**config.mk**
```make
export PLATFORM = sky130hd
export DESIGN_NAME = regfile_access_arbiter
export DESIGN_NICKNAME = d
export VERILOG_FILES = /design/src/rtl/regfile_pkg.sv /design/src/rtl/regfile_dbg_fsm.sv /design/src/rtl/regfile_access_arbiter.sv
export SDC_FILE = /design/constraint.sdc
export NUM_CORES = 1
export LEC_CHECK = 0
export CAP_MARGIN = 20
export CORE_AREA = 2 2 103 105
export DETAILED_ROUTE_END_ITERATION = 8
export DIE_AREA = 0 0 105 107
export PLACE_DENSITY = 0.77
export SLEW_MARGIN = 30
export SYNTH_ARGS = -nofsm -noshare
export SYNTH_HDL_FRONTEND = slang
export SYNTH_SLANG_ARGS = --single-unit
```
**constraint.sdc**
```tcl
create_clock -name clk -period 3.6 [get_ports clk]
set_input_delay 0.72 -clock clk [delete_from_list [all_inputs] [get_ports clk]]
set_output_delay 0.72 -clock clk [all_outputs]
set_load 0.1 [all_outputs]
```
**src/rtl/regfile_pkg.sv**
```systemverilog
// Shared constants and state encoding for the register-file access arbiter.
package regfile_pkg;

  localparam int NREG = 32;
  localparam int AW   = 5;
  localparam int DW   = 32;

  // Index of the last register; the debug walk stops here and never wraps.
  localparam logic [AW-1:0] LAST_IDX = AW'(NREG - 1);

  typedef enum logic [2:0] {
    ST_IDLE      = 3'd0,
    ST_DUMP_RD   = 3'd1,
    ST_DUMP_SEND = 3'd2,
    ST_CLEAR     = 3'd3,
    ST_DONE      = 3'd4
  } state_t;

endpackage

```
**src/rtl/regfile_dbg_fsm.sv**
```systemverilog
// Debug sequencer: walks the register index for dump and clear operations and
// owns the dump stream.
//
// Dump stream handshake: o-side dbg_valid rises with dbg_data loaded; both stay
// stable until a posedge sees dbg_valid & dbg_ready, which consumes the word.
// The sink may hold dbg_ready high or low freely; valid never depends on ready.
import regfile_pkg::*;

module regfile_dbg_fsm (
  input  logic          clk,
  input  logic          rst_n,
  input  logic          halted,
  input  logic          dump_start,
  input  logic          clear_start,
  input  logic [DW-1:0] rf_data_rs,
  input  logic          dbg_ready,
  output state_t        state,
  output logic [AW-1:0] idx,
  output logic [DW-1:0] dbg_data,
  output logic          dbg_valid,
  output logic          busy,
  output logic          done,
  output logic          err
);

  // Busy only while the sequencer is actually driving the register file.
  assign busy = (state == ST_DUMP_RD) || (state == ST_DUMP_SEND) || (state == ST_CLEAR);

  // Sequencer state, index, dump word and status pulses.
  always_ff @(posedge clk or negedge rst_n) begin
    if (!rst_n) begin
      state     <= ST_IDLE;
      idx       <= '0;
      dbg_data  <= '0;
      dbg_valid <= 1'b0;
      done      <= 1'b0;
      err       <= 1'b0;
    end else begin
      done <= 1'b0;
      err  <= 1'b0;
      case (state)
        ST_IDLE: begin
          if (dump_start || clear_start) begin
            if (!halted) begin
              err <= 1'b1;
            end else if (dump_start) begin
              state <= ST_DUMP_RD;
              idx   <= '0;
            end else begin
              state <= ST_CLEAR;
              idx   <= '0;
            end
          end
        end
        ST_DUMP_RD: begin
          if (!halted) begin
            state     <= ST_IDLE;
            dbg_valid <= 1'b0;
            err       <= 1'b1;
          end else begin
            dbg_data  <= rf_data_rs;
            dbg_valid <= 1'b1;
            state     <= ST_DUMP_SEND;
          end
        end
        ST_DUMP_SEND: begin
          if (!halted) begin
            state     <= ST_IDLE;
            dbg_valid <= 1'b0;
            err       <= 1'b1;
          end else if (dbg_ready) begin
            dbg_valid <= 1'b0;
            if (idx == LAST_IDX) begin
              state <= ST_DONE;
              done  <= 1'b1;
            end else begin
              idx   <= idx + 1'b1;
              state <= ST_DUMP_RD;
            end
          end
        end
        ST_CLEAR: begin
          if (!halted) begin
            state <= ST_IDLE;
            err   <= 1'b1;
          end else if (idx == LAST_IDX) begin
            state <= ST_DONE;
            done  <= 1'b1;
          end else begin
            idx <= idx + 1'b1;
          end
        end
        ST_DONE: begin
          state <= ST_IDLE;
        end
        default: begin
          state <= ST_IDLE;
        end
      endcase
    end
  end

endmodule

```
**src/rtl/regfile_access_arbiter.sv**
```systemverilog
// Shares the register file ports between the pipeline and the debug unit.
// The pipeline owns the ports except while a debug operation is running.
import regfile_pkg::*;

module regfile_access_arbiter (
  input  logic          clk,
  input  logic          i_rst_n,
  input  logic          i_pipe_halted,
  input  logic          i_wb_wenable,
  input  logic [AW-1:0] i_wb_addr,
  input  logic [DW-1:0] i_wb_data,
  input  logic [AW-1:0] i_id_addr_rs,
  input  logic [AW-1:0] i_id_addr_rt,
  output logic [DW-1:0] o_id_data_rs,
  output logic [DW-1:0] o_id_data_rt,
  output logic          o_rf_wenable,
  output logic [AW-1:0] o_rf_addr_rs,
  output logic [AW-1:0] o_rf_addr_rt,
  output logic [AW-1:0] o_rf_addr_data,
  output logic [DW-1:0] o_rf_data,
  input  logic [DW-1:0] i_rf_data_rs,
  input  logic [DW-1:0] i_rf_data_rt,
  input  logic          i_dbg_dump_start,
  input  logic          i_dbg_clear_start,
  output logic [DW-1:0] o_dbg_data,
  output logic          o_dbg_valid,
  input  logic          i_dbg_ready,
  output logic          o_dbg_busy,
  output logic          o_dbg_done,
  output logic          o_dbg_err
);

  state_t        state;
  logic [AW-1:0] idx;

  regfile_dbg_fsm u_fsm (
    .clk         (clk),
    .rst_n       (i_rst_n),
    .halted      (i_pipe_halted),
    .dump_start  (i_dbg_dump_start),
    .clear_start (i_dbg_clear_start),
    .rf_data_rs  (i_rf_data_rs),
    .dbg_ready   (i_dbg_ready),
    .state       (state),
    .idx         (idx),
    .dbg_data    (o_dbg_data),
    .dbg_valid   (o_dbg_valid),
    .busy        (o_dbg_busy),
    .done        (o_dbg_done),
    .err         (o_dbg_err)
  );

  // Decode always sees the register file outputs, whoever drives the addresses.
  assign o_id_data_rs = i_rf_data_rs;
  assign o_id_data_rt = i_rf_data_rt;

  // Port mux: pipeline pass-through unless a debug state owns the register file.
  // During a dump the write address is ~idx so it never matches the read
  // address and the regfile write-through bypass cannot alter the read data.
  always_comb begin
    o_rf_wenable   = i_wb_wenable;
    o_rf_addr_rs   = i_id_addr_rs;
    o_rf_addr_rt   = i_id_addr_rt;
    o_rf_addr_data = i_wb_addr;
    o_rf_data      = i_wb_data;
    case (state)
      ST_DUMP_RD, ST_DUMP_SEND: begin
        o_rf_wenable   = 1'b0;
        o_rf_addr_rs   = idx;
        o_rf_addr_rt   = idx;
        o_rf_addr_data = ~idx;
        o_rf_data      = '0;
      end
      ST_CLEAR: begin
        o_rf_wenable   = 1'b1;
        o_rf_addr_rs   = ~idx;
        o_rf_addr_rt   = ~idx;
        o_rf_addr_data = idx;
        o_rf_data      = '0;
      end
      default: begin
      end
    endcase
  end

endmodule

```
# == Word level (Yosys, flattened, before mapping) ==
# Cells that the tools add are included.
# classes
addsub,1
bitwise,1
n_reduce_logical,12
n_mux,34
n_eq_ne,11
# ops
op,count
$mux 32,1
$mux 5,6
$pmux 5 s2,3
$mux 3,7
$pmux 5 s3,1
$pmux 3 s4,1
$mux 1,9
$ne 2x2->1 const B,4
$pmux 1 s2,4
$eq 3x2->1 const B,2
$ne 3x3->1 const B,2
$reduce_and 6->1,1
$add 5x1->5 const B,1
$eq 5x5->1 const B,1
$not 5->5,1
$mux 2,2
$reduce_and 2->1,2
$reduce_and 4->1,1
$eq 3x1->1 const B,1
$logic_not 3->1,1
$logic_or 1x1->1,3
$reduce_bool 3->1,1
$reduce_or 3->1,1
$ne 2x1->1 const B,1
2 further kinds,2
# totals
elab_cells,65
out_inout_bits,148
regBits,43

# == Depth between registers and ports, before layout ==
# logic_depth
word_depth,5
mapped_depth,7
depth_no_buf,6

# == Cells and area by module ==
# A second synthesis with hierarchy kept.
# hier_totals
cells_unflattened,281
hier_area_um2,2932.8
# by_module_without_submodules
module,area_each_um2,n_inst,seq_area_each_um2,cells_per_inst
regfile_dbg_fsm,1818.0,1,1076.0,130
regfile_access_arbiter,1114.8,1,0.0,151

# == Worst setup path before layout ==
# OpenSTA, ideal clock, no wires.
# synth_timing
path_kind,register -> output
startpoint,register u_fsm.state[0]
endpoint,output port o_rf_addr_rs[0]
slack_ns,0.281
stages_incl_launch_ff,8
arrival_ns,2.599
path_cell_list,dfrtp_1 buf_4 xor2_1 nand2b_1 buf_2 buf_2 nand2_1 a22oi_1
# synth_between
elab_chain_len,3
word_cells_on_any_way,5
classes_between,eq/ne: 3; mux: 1; reduce/logical: 1
# synth_lines
item,line,source
"start, declared",regfile_dbg_fsm.sv:17,"output state_t state,"
"start signal, assigned",regfile_dbg_fsm.sv:32,state <= ST_IDLE;
"start signal, assigned",regfile_dbg_fsm.sv:47,state <= ST_DUMP_RD;
"start signal, assigned",regfile_dbg_fsm.sv:50,state <= ST_CLEAR;
$eq 3x2->1 or $eq 3x1->1 (tied branches),regfile_access_arbiter.sv:66,case (state)
$reduce_or 2->1,regfile_access_arbiter.sv:66,
$pmux 5 s2 (*),regfile_access_arbiter.sv:66,
"end, declared",regfile_access_arbiter.sv:17,"output logic [AW-1:0] o_rf_addr_rs,"
# Every way passes the cells marked *; elsewhere a longest branch is shown, timed or not.

# == Final worst setup path ==
# layout_timing
startpoint,register u_fsm.state[0]
endpoint,output port o_rf_addr_data[3]
# layout_between
elab_chain_len,3
word_cells_on_any_way,5
classes_between,eq/ne: 3; mux: 1; reduce/logical: 1
# layout_lines
item,line,source
$eq 3x2->1 or $eq 3x1->1 (tied branches),regfile_access_arbiter.sv:66,
$reduce_or 2->1,regfile_access_arbiter.sv:66,
$pmux 5 s2 (*),regfile_access_arbiter.sv:66,
"end, declared",regfile_access_arbiter.sv:19,"output logic [AW-1:0] o_rf_addr_data,"
# Marked as above.

==> summary.md <==
| Metric | Value |
|---|---|
| Initial antenna violation count | 0 |
| PortBufs | roughly 200 |
| Post-synth EDFFs | 0 |
| Clk sinks | 43 |
| CP Launch Type | register |
| Final setup TNS | 0 ns |
| Core ar. | approximately 0.010 mm² |
| Static Leak | around 2.0 nW |
| Depth of the CTS H-tree | 2 |
| Post-Synth Adder-Cell Area | 0.840% |
| Initial Util | 29.5% |
| Residual DRC count | 0 |
| Final hold violation count | 0 |
| TritonCTS clock tree | done |
| Grt ovf | 0 |
| Asr flop ratio synth | 100% |
| Largest family of logic cells by synthesized area | buffers and inverters |
| Post-Route Skew | approximately 0.0057 ns |
| Vias | roughly 2500 |
| Layout area overhead | 49.3% |
| Starting DRT DRC Count | just under 80 |
| Pwr/cell area | 985 mW/mm² |
| CP arrival | 2.16 ns |
| RSZ-0062 raised after global routing | no |
| Most frequent cells in the layout | clkdlybuf4s50_1, buf_4, dfrtp_1 |
| Syn Std Cell Area | 0.00298 mm² |
| Critical Path RT | between 2 and 3 ns |
| Worst Reg2Reg Path Length in Cells | 6 |
| Die width | 105 µm |
| Seq cells post-synth | between 40 and 50 |
| Met1 Usage GRT | between 10% and 20% |
| Largest net degree at the start of global routing | 44 |
| Count of pins over their slew limit | 0 |
| Antenna Cells | 0 |
| Total wire length | between 8 and 9 mm |
| Remaining antenna violation count after routing | 0 |
| # hold bufs at CTS | 0 |
| Status | completed |
| Grt peak-use layer | met2 |
| Vias in the first global route | approximately 2500 |
| Final #Nets | 537 |
| Post-synthesis cell type count | 36 |
| Root Driver | clkbuf_8 |
| Tot GR Track Use | 15.0% |
| Hold crit path type | input port to asynchronous set/reset pin |
| DPL Wire Length | 7.49 mm |
| Crit share post-route | roughly four fifths |
| Via-to-Cell Ratio | between 4 and 5 |
| Drt wl/cell | 16.2 µm |
| Postcts setup bufs | 0 |
| Cell Rows | 37 |
| Core Util, Final | about 44% |
| # IOs | 266 |
| Clk buf depth | 2 |
| Post-synth net total | approximately 410 |
| Setup Viol. Count Final | 0 |
| Max Freq | between 0.3 and 0.4 GHz |
| Post-synthesis cell count | just under 300 |
| Slew Limit Headroom | about a third |
| Die area | between 0.01 and 0.015 mm² |
| Syn_area_per_cell | roughly 10 µm² |
| Final hold slack | 0.396 ns |
| Chip height | approximately 110 µm |
| CTS resizes | 0 |
| Met2 Resource Use GR | around 29% |
| Worst-Margin Slew | 1.00 ns |
| GRT met3 Usage | 3.65% |
| Tmin final | 2.88 ns |
| Clock slew seen by the registers of the worst setup and hold paths | 0.09 ns |
| Routability cong. | 0.824 |
| Simple-gate portion of the synthesized area | between 10% and 20% |
| Predominant post-synthesis flop cell | dfrtp_1 |
| Max IR drop VDD | between 300 and 400 µV |
| Clk Latency, worst-skew pair | 0.29 ns |
| Detailed-router iteration count before antenna repair | 4 |
| TritonCTS Buffers | 5 |
| Synth Area in Compound Gates | under 10% |
| Critical Path End Type | output pin |
| Post-synthesis sequential area ratio | 36.1% |
| Yosys Warn Count | 0 |
| Max-cap viol count | 0 |
| Layout cells sized above 1 | between 30% and 40% |
| Post-synthesis mux area share | between 10% and 20% |
| Setup Crit Path Kind | register to output pin |
| First-pass GRT wire length | between 10 and 15 mm |
| CP Max Fanout | 16 |
| Most common cell after layout, fill and taps aside | clkdlybuf4s50_1 |
| Post-Synth XOR/XNOR Area | less than 1% |
## layer usage
metal / up-vias / wire [µm] / part of all wire [%]
li1: 1168 / - / -
met1: 1156 / 2930 / 33
met2: 130 / 5020 / 56
met3: 32 / 664 / 7.4
met4: 0 / 356 / 4.0
met5: - / 0 / 0
## cell families after synthesis
group / Yosys count
buffers and inverters: 86
muxes: 35
adders and majority gates: 2
xor gates and xnor gates: 1
DFF: 43
AOI/OAI and AO/OA: 46
and+or+nand+nor: 76
## where the power goes
part	internal (mW)	leakage, nW	switching (mW)
logic	0.786	1.44	2.50
clock network	0.139	0.0408	0.173
registers	0.654	0.525	0.130
## cell type report
class | count | area (µm²)
fill | 987 | 5650
timing repair buffer | 203 | 1830
multi-input combinational | 160 | 1260
sequential | 43 | 1080
tap | 136 | 170
clock buffer | 5 | 68.8
clock inverter | 3 | 23.8
inverter | 4 | 15.0
## cell usage after synthesis (2+ instances only)
cell,n,area [µm²]
mux2i_1,3,30.0
nor2b_1,3,18.8
inv_1,4,15.0
clkbuf_1,6,22.5
buf_12,3,60.1
dfrtp_1,43,1080
buf_4,67,503
nand3_1,3,15.0
a21oi_1,23,115
nor2_1,8,30.0
mux2_4,30,450
nand2b_1,2,12.5
and2_1,34,213
buf_6,3,33.8
nand2_1,16,60.1
a211oi_1,9,67.6
a31oi_1,2,12.5
o21ai_0,3,15.0
buf_2,3,15.0
mux2_2,2,22.5
a22oi_1,6,45.0
ha_1,2,25.0
## sequential cells by signal, indices dropped and copies added (netlist names)
signal           cells
u_fsm.dbg_data      32
u_fsm.dbg_valid      1
u_fsm.done           1
u_fsm.err            1
u_fsm.idx            5
u_fsm.state          3
## metrics by stage
stage / instance area, µm² / setup slack (ns) / instances / total power, mW
floorplan: 2980 / 0.281 / 289 / 3.57
global placement: 4350 / 0.984 / 546 / 4.05
detailed placement: 4350 / 0.917 / 546 / 4.08
CTS: 4440 / 0.611 / 554 / 4.41
global route: 4450 / 0.567 / 554 / 4.52
finish: 4450 / 0.723 / 554 / 4.38
## final timing paths
check,startpoint,end,slack (ns)
worst max-delay path,u_fsm.state[0],o_rf_addr_data[3],0.72
worst min-delay path,i_rst_n,u_fsm.dbg_data[11],0.40
worst max register to register,u_fsm.idx[0],u_fsm.idx[4],1.71
worst min register to register,u_fsm.dbg_data[17],u_fsm.dbg_data[17],0.51
max in group asynchronous,i_rst_n,u_fsm.err,2.82
min in group clk,u_fsm.dbg_data[17],u_fsm.dbg_data[17],0.51
## worst max-delay path: stages, from the launching register on
cell and delay [ns]:
dfrtp_1 0.52, xor2_1 0.24, nand2b_1 0.44, a21oi_1 0.14
a21oi_1 0.20, buf_4 0.32
(Power assumes the default switching activity.)
